===== config.mk =====
export PLATFORM = sky130hd
export DESIGN_NAME = ycell_cfg_loader_flat
export DESIGN_NICKNAME = d
export VERILOG_FILES = /design/src/rtl/ycell_cfg_loader_if.sv /design/src/rtl/ycell_cfg_loader.sv /design/src/flat_wrapper.sv
export SDC_FILE = /design/constraint.sdc
export NUM_CORES = 1
export LEC_CHECK = 0
export BUFFER_PORTS_ARGS = -buffer_cell sky130_fd_sc_hd__buf_2
export CAP_MARGIN = 40
export CORE_ASPECT_RATIO = 1.1
export CORE_MARGIN = 2
export CORE_UTILIZATION = 45
export CTS_CLUSTER_SIZE = 12
export DETAILED_ROUTE_END_ITERATION = 10
export HOLD_SLACK_MARGIN = 0.15
export PLACE_DENSITY_LB_ADDON = 0.1
export SYNTH_ARGS = -nofsm -noshare
export SYNTH_HDL_FRONTEND = slang
export SYNTH_SLANG_ARGS = --single-unit
export TNS_END_PERCENT = 30

===== constraint.sdc =====
create_clock -name confclk -period 4.24 [get_ports confclk]
set_input_delay 0.424 -clock confclk [delete_from_list [all_inputs] [get_ports confclk]]
set_output_delay 0.424 -clock confclk [all_outputs]
set_load 0.005 [all_outputs]

===== src/rtl/ycell_cfg_loader_if.sv =====
// Host-side word bus of the yellow-cell config loader: write channel (valid/ready)
// and the readback channel, which the loader drives only when readback is built in.
interface ycell_cfg_loader_if #(
  parameter int COLS  = 4,
  parameter int CBITS = 3
);
  logic [COLS*CBITS-1:0] wdata;
  logic                  wvalid;
  logic                  wready;
  logic [COLS*CBITS-1:0] rdata;
  logic                  rvalid;

  modport master (output wdata, wvalid, input wready, rdata, rvalid);
  modport slave  (input wdata, wvalid, output wready, rdata, rvalid);
endinterface


===== src/rtl/ycell_cfg_loader.sv =====
// Row-parallel to column-serial configuration loader for a Morphle yellow-cell array.
// Define CFG_READBACK_EN to return the displaced chain contents as readback words.
module ycell_cfg_loader #(
  parameter int COLS  = 4,
  parameter int ROWS  = 8,
  parameter int CBITS = 3
) (
  input  logic              confclk,
  input  logic              reset,
  input  logic              start,
  output logic              busy,
  output logic              done,
  output logic [COLS-1:0]   cbit,
  output logic              shift_en,
  output logic              arr_reset,
  input  logic [COLS-1:0]   cbitret,
  ycell_cfg_loader_if.slave bus
);
  localparam int W  = COLS * CBITS;
  localparam int BW = (CBITS > 1) ? $clog2(CBITS) : 1;
  localparam int RW = (ROWS > 1) ? $clog2(ROWS) : 1;
  localparam logic [BW-1:0] LAST_BIT = BW'(CBITS - 1);
  localparam logic [RW-1:0] LAST_ROW = RW'(ROWS - 1);

  typedef enum logic [1:0] {S_IDLE, S_FETCH, S_SHIFT, S_DONE} state_t;

  state_t          r_state;
  logic            r_busy;
  logic            r_done;
  logic            r_wready;
  logic            r_shift_en;
  logic            r_arr_reset;
  logic [BW-1:0]   r_bitcnt;
  logic [RW-1:0]   r_rowcnt;
  logic [W-1:0]    r_sreg;
  logic [W-1:0]    w_sreg_shift;
  logic [COLS-1:0] w_msb;

  // Each column field shifts left on its own, so its MSB is always the next bit out.
  for (genvar gi = 0; gi < COLS; gi++) begin : g_col
    assign w_msb[gi] = r_sreg[gi*CBITS + CBITS - 1];
    if (CBITS > 1) begin : g_shift
      assign w_sreg_shift[gi*CBITS +: CBITS] = {r_sreg[gi*CBITS +: CBITS-1], 1'b0};
    end else begin : g_noshift
      assign w_sreg_shift[gi*CBITS] = 1'b0;
    end
  end

  always_ff @(posedge confclk) begin
    if (reset) begin
      r_state     <= S_IDLE;
      r_busy      <= 1'b0;
      r_done      <= 1'b0;
      r_wready    <= 1'b0;
      r_shift_en  <= 1'b0;
      r_arr_reset <= 1'b1;
      r_bitcnt    <= '0;
      r_rowcnt    <= '0;
      r_sreg      <= '0;
    end else begin
      r_done <= 1'b0;
      case (r_state)
        S_IDLE: begin
          if (start) begin
            r_state     <= S_FETCH;
            r_busy      <= 1'b1;
            r_arr_reset <= 1'b1;
            r_wready    <= 1'b1;
            r_rowcnt    <= '0;
          end
        end
        S_FETCH: begin
          if (bus.wvalid && r_wready) begin
            r_sreg     <= bus.wdata;
            r_bitcnt   <= '0;
            r_wready   <= 1'b0;
            r_shift_en <= 1'b1;
            r_state    <= S_SHIFT;
          end
        end
        S_SHIFT: begin
          r_sreg <= w_sreg_shift;
          if (r_bitcnt == LAST_BIT) begin
            r_shift_en <= 1'b0;
            if (r_rowcnt == LAST_ROW) begin
              r_state <= S_DONE;
              r_done  <= 1'b1;
              r_busy  <= 1'b0;
            end else begin
              r_rowcnt <= r_rowcnt + RW'(1);
              r_wready <= 1'b1;
              r_state  <= S_FETCH;
            end
          end else begin
            r_bitcnt <= r_bitcnt + BW'(1);
          end
        end
        S_DONE: begin
          r_arr_reset <= 1'b0;
          r_rowcnt    <= '0;
          r_state     <= S_IDLE;
        end
        default: r_state <= S_IDLE;
      endcase
    end
  end

  assign busy      = r_busy;
  assign done      = r_done;
  assign shift_en  = r_shift_en;
  assign arr_reset = r_arr_reset;
  assign bus.wready = r_wready;
  // Keep the chain input quiet whenever the cells are not shifting.
  assign cbit = w_msb & {COLS{r_shift_en}};

`ifdef CFG_READBACK_EN
  logic [W-1:0] r_rdata;
  logic [W-1:0] w_rdata_shift;
  logic         r_rvalid;

  for (genvar gi = 0; gi < COLS; gi++) begin : g_rb
    if (CBITS > 1) begin : g_shift
      assign w_rdata_shift[gi*CBITS +: CBITS] = {r_rdata[gi*CBITS +: CBITS-1], cbitret[gi]};
    end else begin : g_noshift
      assign w_rdata_shift[gi*CBITS] = cbitret[gi];
    end
  end

  // rdata doubles as the accumulator; it is only meaningful while rvalid is high.
  always_ff @(posedge confclk) begin
    if (reset) begin
      r_rdata  <= '0;
      r_rvalid <= 1'b0;
    end else begin
      r_rvalid <= r_shift_en && (r_bitcnt == LAST_BIT);
      if (r_shift_en) begin
        r_rdata <= w_rdata_shift;
      end
    end
  end

  assign bus.rdata  = r_rdata;
  assign bus.rvalid = r_rvalid;
`else
  logic w_unused_cbitret;
  assign w_unused_cbitret = ^cbitret;
  assign bus.rdata  = '0;
  assign bus.rvalid = 1'b0;
`endif
endmodule


===== src/flat_wrapper.sv =====
// flat-port wrapper written by rule: the top's interface ports become plain ports
module ycell_cfg_loader_flat 
#(
  parameter int COLS  = 4,
  parameter int ROWS  = 8,
  parameter int CBITS = 3
)
  (confclk, reset, start, busy, done, cbit, shift_en, arr_reset, cbitret, bus_wdata, bus_wvalid, bus_wready, bus_rdata, bus_rvalid);
  ycell_cfg_loader_if #(.COLS(COLS), .CBITS(CBITS)) bus_i ();
  input  logic confclk;
  input  logic reset;
  input  logic start;
  output logic busy;
  output logic done;
  output logic [COLS-1:0] cbit;
  output logic shift_en;
  output logic arr_reset;
  input  logic [COLS-1:0] cbitret;
  input wire logic [$bits(bus_i.wdata)-1:0] bus_wdata;
  input wire logic [$bits(bus_i.wvalid)-1:0] bus_wvalid;
  output wire logic [$bits(bus_i.wready)-1:0] bus_wready;
  output wire logic [$bits(bus_i.rdata)-1:0] bus_rdata;
  output wire logic [$bits(bus_i.rvalid)-1:0] bus_rvalid;
  assign bus_i.wdata = bus_wdata;
  assign bus_i.wvalid = bus_wvalid;
  assign bus_wready = bus_i.wready;
  assign bus_rdata = bus_i.rdata;
  assign bus_rvalid = bus_i.rvalid;
  ycell_cfg_loader #(.COLS(COLS), .ROWS(ROWS), .CBITS(CBITS)) u_core (.confclk(confclk), .reset(reset), .start(start), .busy(busy), .done(done), .cbit(cbit), .shift_en(shift_en), .arr_reset(arr_reset), .cbitret(cbitret), .bus(bus_i));
endmodule

==> metrics.cfg, run 1 <==
[pwr]
powerDensity_mw_per_mm2=300
p_leak_nw=0.560
ir_worst_vdd_v=0.000147

[cts]
numClockSinks=24
hold_buffers=0
cts.clk_slew.worst_paths_ps=130
cts_setup_buffers=0
cts-root-buf=clkbuf_4
clkLatencyLatePin_ps=300
htree_levels=1
cts_tree=yes
ctsLongestPathBuffers=2
post_cts_resized=0
numCtsBuffers=3

[placement]
placed_cells=189
placed_area_mm2=0.00130
hpwlAfterDp_mm=1.62
place_ws_ps=2610
place.gp.congestion=0.729
port_buffers=24

[sta]
rsz0062_at_grt=no
setup_viol=0
setup_tns_ps=0
hold_violations=0
tightest_slew_ps=625
fin_crit_ps=1630
finClkSkew_ps=1.66
maxSlewViolCount=0
finalCritPeriodShare=0.386
fin_ws_ps=2610
max_slew_margin=0.583
fmax_mhz=612

[final_layout]
fin_area_mm2=0.00133
drive_gt1_frac=0.263
utilization=0.493
finalNonFillerCells=193
fin_nets=184
fillerInstances=279
n_antenna_cell=0
syn_to_final_growth_pct=6.29

[setup_path]
r2r_start=u_core.r_state[0]
endpoint_kind=flop
worstSetupStartpointType=flop
path_buf_inv=0
worstReg2RegEnd=u_core.r_rowcnt[2]
r2r_cells=3
r2r_slack_ps=2610
worstPathMaxFanout=19
critPathRequiredTime_ps=4450
cp_slowest_stage_delay_ps=590
crit_slowest_cell=dfxtp_1
crit_path_cell_trace=nand2b_1 > nor3_1 > a32o_1
cp_top_family=simple AND/OR/NAND/NOR gates
critical_path_class=flop to flop
worstPathArrival_ps=1850

[min_path]
hp-class=primary input to flop
hold_start=bus_wdata[6]
whs_path_depth=3
hold-path-endpoint=u_core.r_sreg[6]

[synth]
synth_edf_count=0
yosys-top-cells-area=dfxtp_1 38%, buf_4 8.4%, nor3_2 8.0%, o21ai_0 5.2%, a21oi_1 4.0%
synth-main-ff-cell=dfxtp_1
async_reset_ff_frac=0
yosys_register_bits=24
syn-instance-count=142
post-synth-top-area-fraction=0.383
ys_seq_area_frac=0.383
yosys.area.top_type=dfxtp_1
synth.distinct_cells=31
avgSynthCellArea_um2=8.83
syn_area_mm2=0.00125
synth_warnings=0

[global_routing]
grt_max_degree=20
grt_pass1_vias=888
antenna_found_initial=0
grt_remaining_overflow=0
track_usage=0.161
grt_pass1_wl_mm=3.86

[routing]
wl_per_cell_um=11.7
postRouteAntennaNets=0
drtIter0Drc=13
routed_via_density=5.05
drt_first_pass_iters=4
drc=0
drt-total-wl_mm=2.26
vias=975

[floorplan]
die_h_um=59.4
die_w_um=54.3
core_area_mm2=0.00270
pin_count=42
rows=20
initial_core_util=0.464
die_area_mm2=0.00322

[run_status]
status=finished, final reports clean

[flow_run]
maxCapViolations=0

-- where the power goes --
part           internal, mW  total, mW  switching [mW]  leakage (nW)
sequential            0.233      0.240         0.00746         0.195
clock                0.0524      0.118          0.0655        0.0210
combinational        0.0182     0.0418          0.0236         0.344
total                 0.303      0.400          0.0966         0.560
-- state kept, by name, summed over array words and instances (netlist names) --
name and cells:
u_core.arr_reset 1, u_core.bus.wready 1, u_core.busy 1, u_core.done 1, u_core.r_bitcnt 2, u_core.r_rowcnt 3
u_core.r_sreg 12, u_core.r_state 2, u_core.shift_en 1
-- layer usage --
layer	share of wire	GRT usage	up-vias
li1	-	-	511
met1	0.48	0.210	447
met2	0.47	0.263	15
met3	0.038	0.0227	2
met4	0.0080	0.0643	0
met5	0	0	-
-- worst max-delay path by stage --
stage | from | endpoint | slack [ps] | cells past startpoint
after floorplan | u_core.r_rowcnt[0] | u_core.r_rowcnt[1] | 2870 | 5
after global placement | u_core.r_state[1] | u_core.r_rowcnt[1] | 2440 | 3
after detailed placement | u_core.r_state[0] | u_core.r_rowcnt[2] | 2610 | 3
after CTS | u_core.r_state[0] | u_core.r_rowcnt[1] | 2580 | 3
after global routing | u_core.r_state[0] | u_core.r_rowcnt[1] | 2410 | 3
final | u_core.r_state[0] | u_core.r_rowcnt[2] | 2610 | 3
-- cell usage after synthesis (4+ instances only) --
cell type	instances
dfxtp_1	24
buf_4	14
o21ai_0	13
a21oi_1	10
nor2_1	10
nor3_2	10
nor3_1	8
nand2_1	7
nand3_1	5
and2_1	4
buf_6	4
inv_1	4
-- logic make-up after synthesis --
kind of cell,after synthesis,share of synthesized area
AOI/OAI and AO/OA,33,0.160
adders and majority gates,3,0.0299
buffers and inverters,27,0.149
DFF,24,0.383
muxes,1,0.00798
other,1,0.00299
and+or+nand+nor,53,0.267
-- cell usage in the layout (no fill, tap or decap), types with 5 or more instances in the layout --
master    n
nand3_1   5
nand2_1   7
o21ai_0  13
nor3_1    8
dfxtp_1  24
nor3_2   10
buf_2    24
nor2_1   10
a21oi_1  10
conb_1   13
-- worst min-delay path: cells and delay by family --
kind,cells,cell delay (ps)
AO/OA/AOI/OAI,1,50
buffers and inverters,1,100
AND/OR/NAND/NOR,1,40
-- final cells by class --
type	instances	area [µm²]	share of cell area
Timing Repair Buffer	25	128	0.0958
Multi-Input combinational cell	103	632	0.474
Inverter	4	15.0	0.0113
Tap cell	33	41.3	0.0310
Clock buffer	4	36.3	0.0272
Sequential cell	24	480	0.361
-- through the flow --
step | hold slack [ps] | total power [mW]
3_5_place_dp | 455 | 0.287
3_3_place_gp | 450 | 0.285
2_1_floorplan | 445 | 0.284
6_report | 344 | 0.400
4_1_cts | 328 | 0.407
5_1_grt | 337 | 0.423
Note: power is estimated with default switching activity, not from simulation.
==> run 2, diff against run 1 <==
==> constraint.sdc (replaced) <==
create_clock -name confclk -period 1.61 [get_ports confclk]
set_input_delay 0.161 -clock confclk [delete_from_list [all_inputs] [get_ports confclk]]
set_output_delay 0.161 -clock confclk [all_outputs]
set_load 0.005 [all_outputs]
==> run 2 against run 1 <==
- non-clock buffer count up 13
- combinational power rose to 3.2 times the previous value
- register-to-register slack worse by 2500 ps
- largest power group unchanged
- clock skew rose by 6.3 ps
- clock power up 120%
- final cell count increased by 6.2%
- worst setup slack got worse by 2500 ps
- sequential cell count unchanged
- utilization is 3.9 points higher
- via count grew 4.5%
==> metrics.cfg, run 2 (synthesis results as in run 1) <==
[run_status]
status=finished, final reports clean

[cts]
cts_tree=yes
cts.clk_slew.worst_paths_ps=130
clkLatencyLatePin_ps=300
htree_levels=1
numCtsBuffers=3
ctsLongestPathBuffers=2
cts-root-buf=clkbuf_4
numClockSinks=24
cts_setup_buffers=0

[routing]
postRouteAntennaNets=0
routed_via_density=4.97
wl_per_cell_um=12.1
vias=1019
drc=0
drt-total-wl_mm=2.48
drtIter0Drc=9
drt_first_pass_iters=3

[pwr]
power.switching_mw=0.253
comb_power_share=0.132
clock_power_share=0.250
p_seq_frac=0.618
p_leak_nw=0.609
ir_worst_vdd_v=0.000454
switching_share=0.248
p_int_mw=0.766
powerDensity_mw_per_mm2=708

[global_routing]
grt_max_degree=17
track_usage=0.169
grt_remaining_overflow=0
grt_busiest_layer=met2
grt_pass1_wl_mm=3.97
grt_use_met3=0.0227
grt_use_met2=0.294
antenna_found_initial=0
grt_pass1_vias=931
use_met1=0.202

[placement]
port_buffers=24
placed_area_mm2=0.00133
place.gp.congestion=0.721
hpwlAfterDp_mm=1.76
place_ws_ps=110

[final_layout]
final_cell_mix=24 x buf_2, 24 x dfxtp_1, 13 x o21ai_0, 13 x conb_1
largestRegisters=u_core.r_sreg (12), u_core.r_rowcnt (3)
regMostFlops=u_core.r_sreg
largest_reg_flops=12
syn_to_final_growth_pct=14.8
multi_input_area_um2=632
fin_area_mm2=0.00144
fillerInstances=274
drive_gt1_frac=0.262
n_antenna_cell=0
seqCellArea_um2=480
fin_nets=197

[floorplan]
core_area_mm2=0.00270
die_w_um=54.3
die_h_um=59.4
pin_count=42
initial_core_util=0.464
rows=20
die_area_mm2=0.00322

[sta]
hold_violations=0
rsz0062_at_grt=no
fin_crit_ps=1510
maxSlewViolCount=0
fin_ws_ps=95.4
fmax_mhz=660
setup_tns_ps=0
setup_viol=0
finClkSkew_ps=7.99
finalCritPeriodShare=0.941

[setup_path]
crit_slowest_cell=dfxtp_1
cp_slowest_stage_delay_ps=350
path_buf_inv=0
worstPathMaxFanout=4
crit_path_cell_trace=ha_1 > ha_1 > nand2b_1 > o2bb2ai_1 > a32o_1
r2r_slack_ps=100
worstSetupStartpointType=flop
critPathRequiredTime_ps=1810
endpoint_kind=flop
cpMostUsedCell=ha_1
worstPathArrival_ps=1720
critical_path_class=flop to flop
cp_top_family=compound AO/OA/AOI/OAI gates

[flow_run]
maxCapViolations=0

[min_path]
hp-class=primary input to flop

[run 2: cell count changes in the layout (fill, tap and decap cells not counted)]
cell           change
dlygate4sd3_1      +9
buf_4              +4
clkbuf_8           -1
[run 2: path summary, 6_finish.rpt]
path / from / to / cells past startpoint
max: u_core.r_rowcnt[0] / u_core.r_rowcnt[2] / 5
min: bus_wdata[10] / u_core.r_sreg[10] / 3
max reg2reg: u_core.r_rowcnt[0] / u_core.r_rowcnt[2] / 5
min reg2reg: u_core.r_sreg[9] / u_core.r_sreg[9] / 2
[run 2: per-stage QoR]
stage          cells   util  total power, mW  hold WS (ps)
2_1_floorplan    154      -            0.748           297
3_3_place_gp     193  0.491            0.757           408
3_5_place_dp     193  0.491            0.762           410
4_1_cts          205  0.532             1.04           151
5_1_grt          205  0.532             1.08           153
6_report         205  0.532             1.02           155
[run 2: final cells by class]
cell class / instances / area share
flip-flops and latches: 24 / 0.334
multi-input cells: 103 / 0.439
clock buffers: 3 / 0.0157
inverters: 4 / 0.0104
repair buffers: 38 / 0.172
well taps: 33 / 0.0287
[run 2: per-layer routing]
| metal | routed length [µm] | part of all wire | up-vias |
|---|---|---|---|
| li1 | - | - | 529 |
| met2 | 1300 | 0.53 | 15 |
| met3 | 72 | 0.029 | 2 |
| met4 | 25 | 0.010 | 0 |
| met5 | 0 | 0 | - |
| met1 | 1080 | 0.43 | 473 |
[run 2: what timing repair did]
| action | 4_1_cts | 5_1_grt |
|---|---|---|
| hold buffers | 9 | 0 |
| resized for setup | 0 | 0 |
| endpoints found under the hold margin | 9 | 0 |
[run 2: power by group through the flow]
stage	registers (mW)	logic, mW	clock network, mW
finish	0.629	0.135	0.255
global route	0.633	0.152	0.295
floorplan	0.638	0.110	0
CTS	0.630	0.136	0.270
detailed placement	0.643	0.119	0
global placement	0.641	0.116	0
[run 2: worst min-delay path: cells and delay by family]
kind	cells	cell delay, ps
and+or+nand+nor	2	180
buffers and inverters	1	80
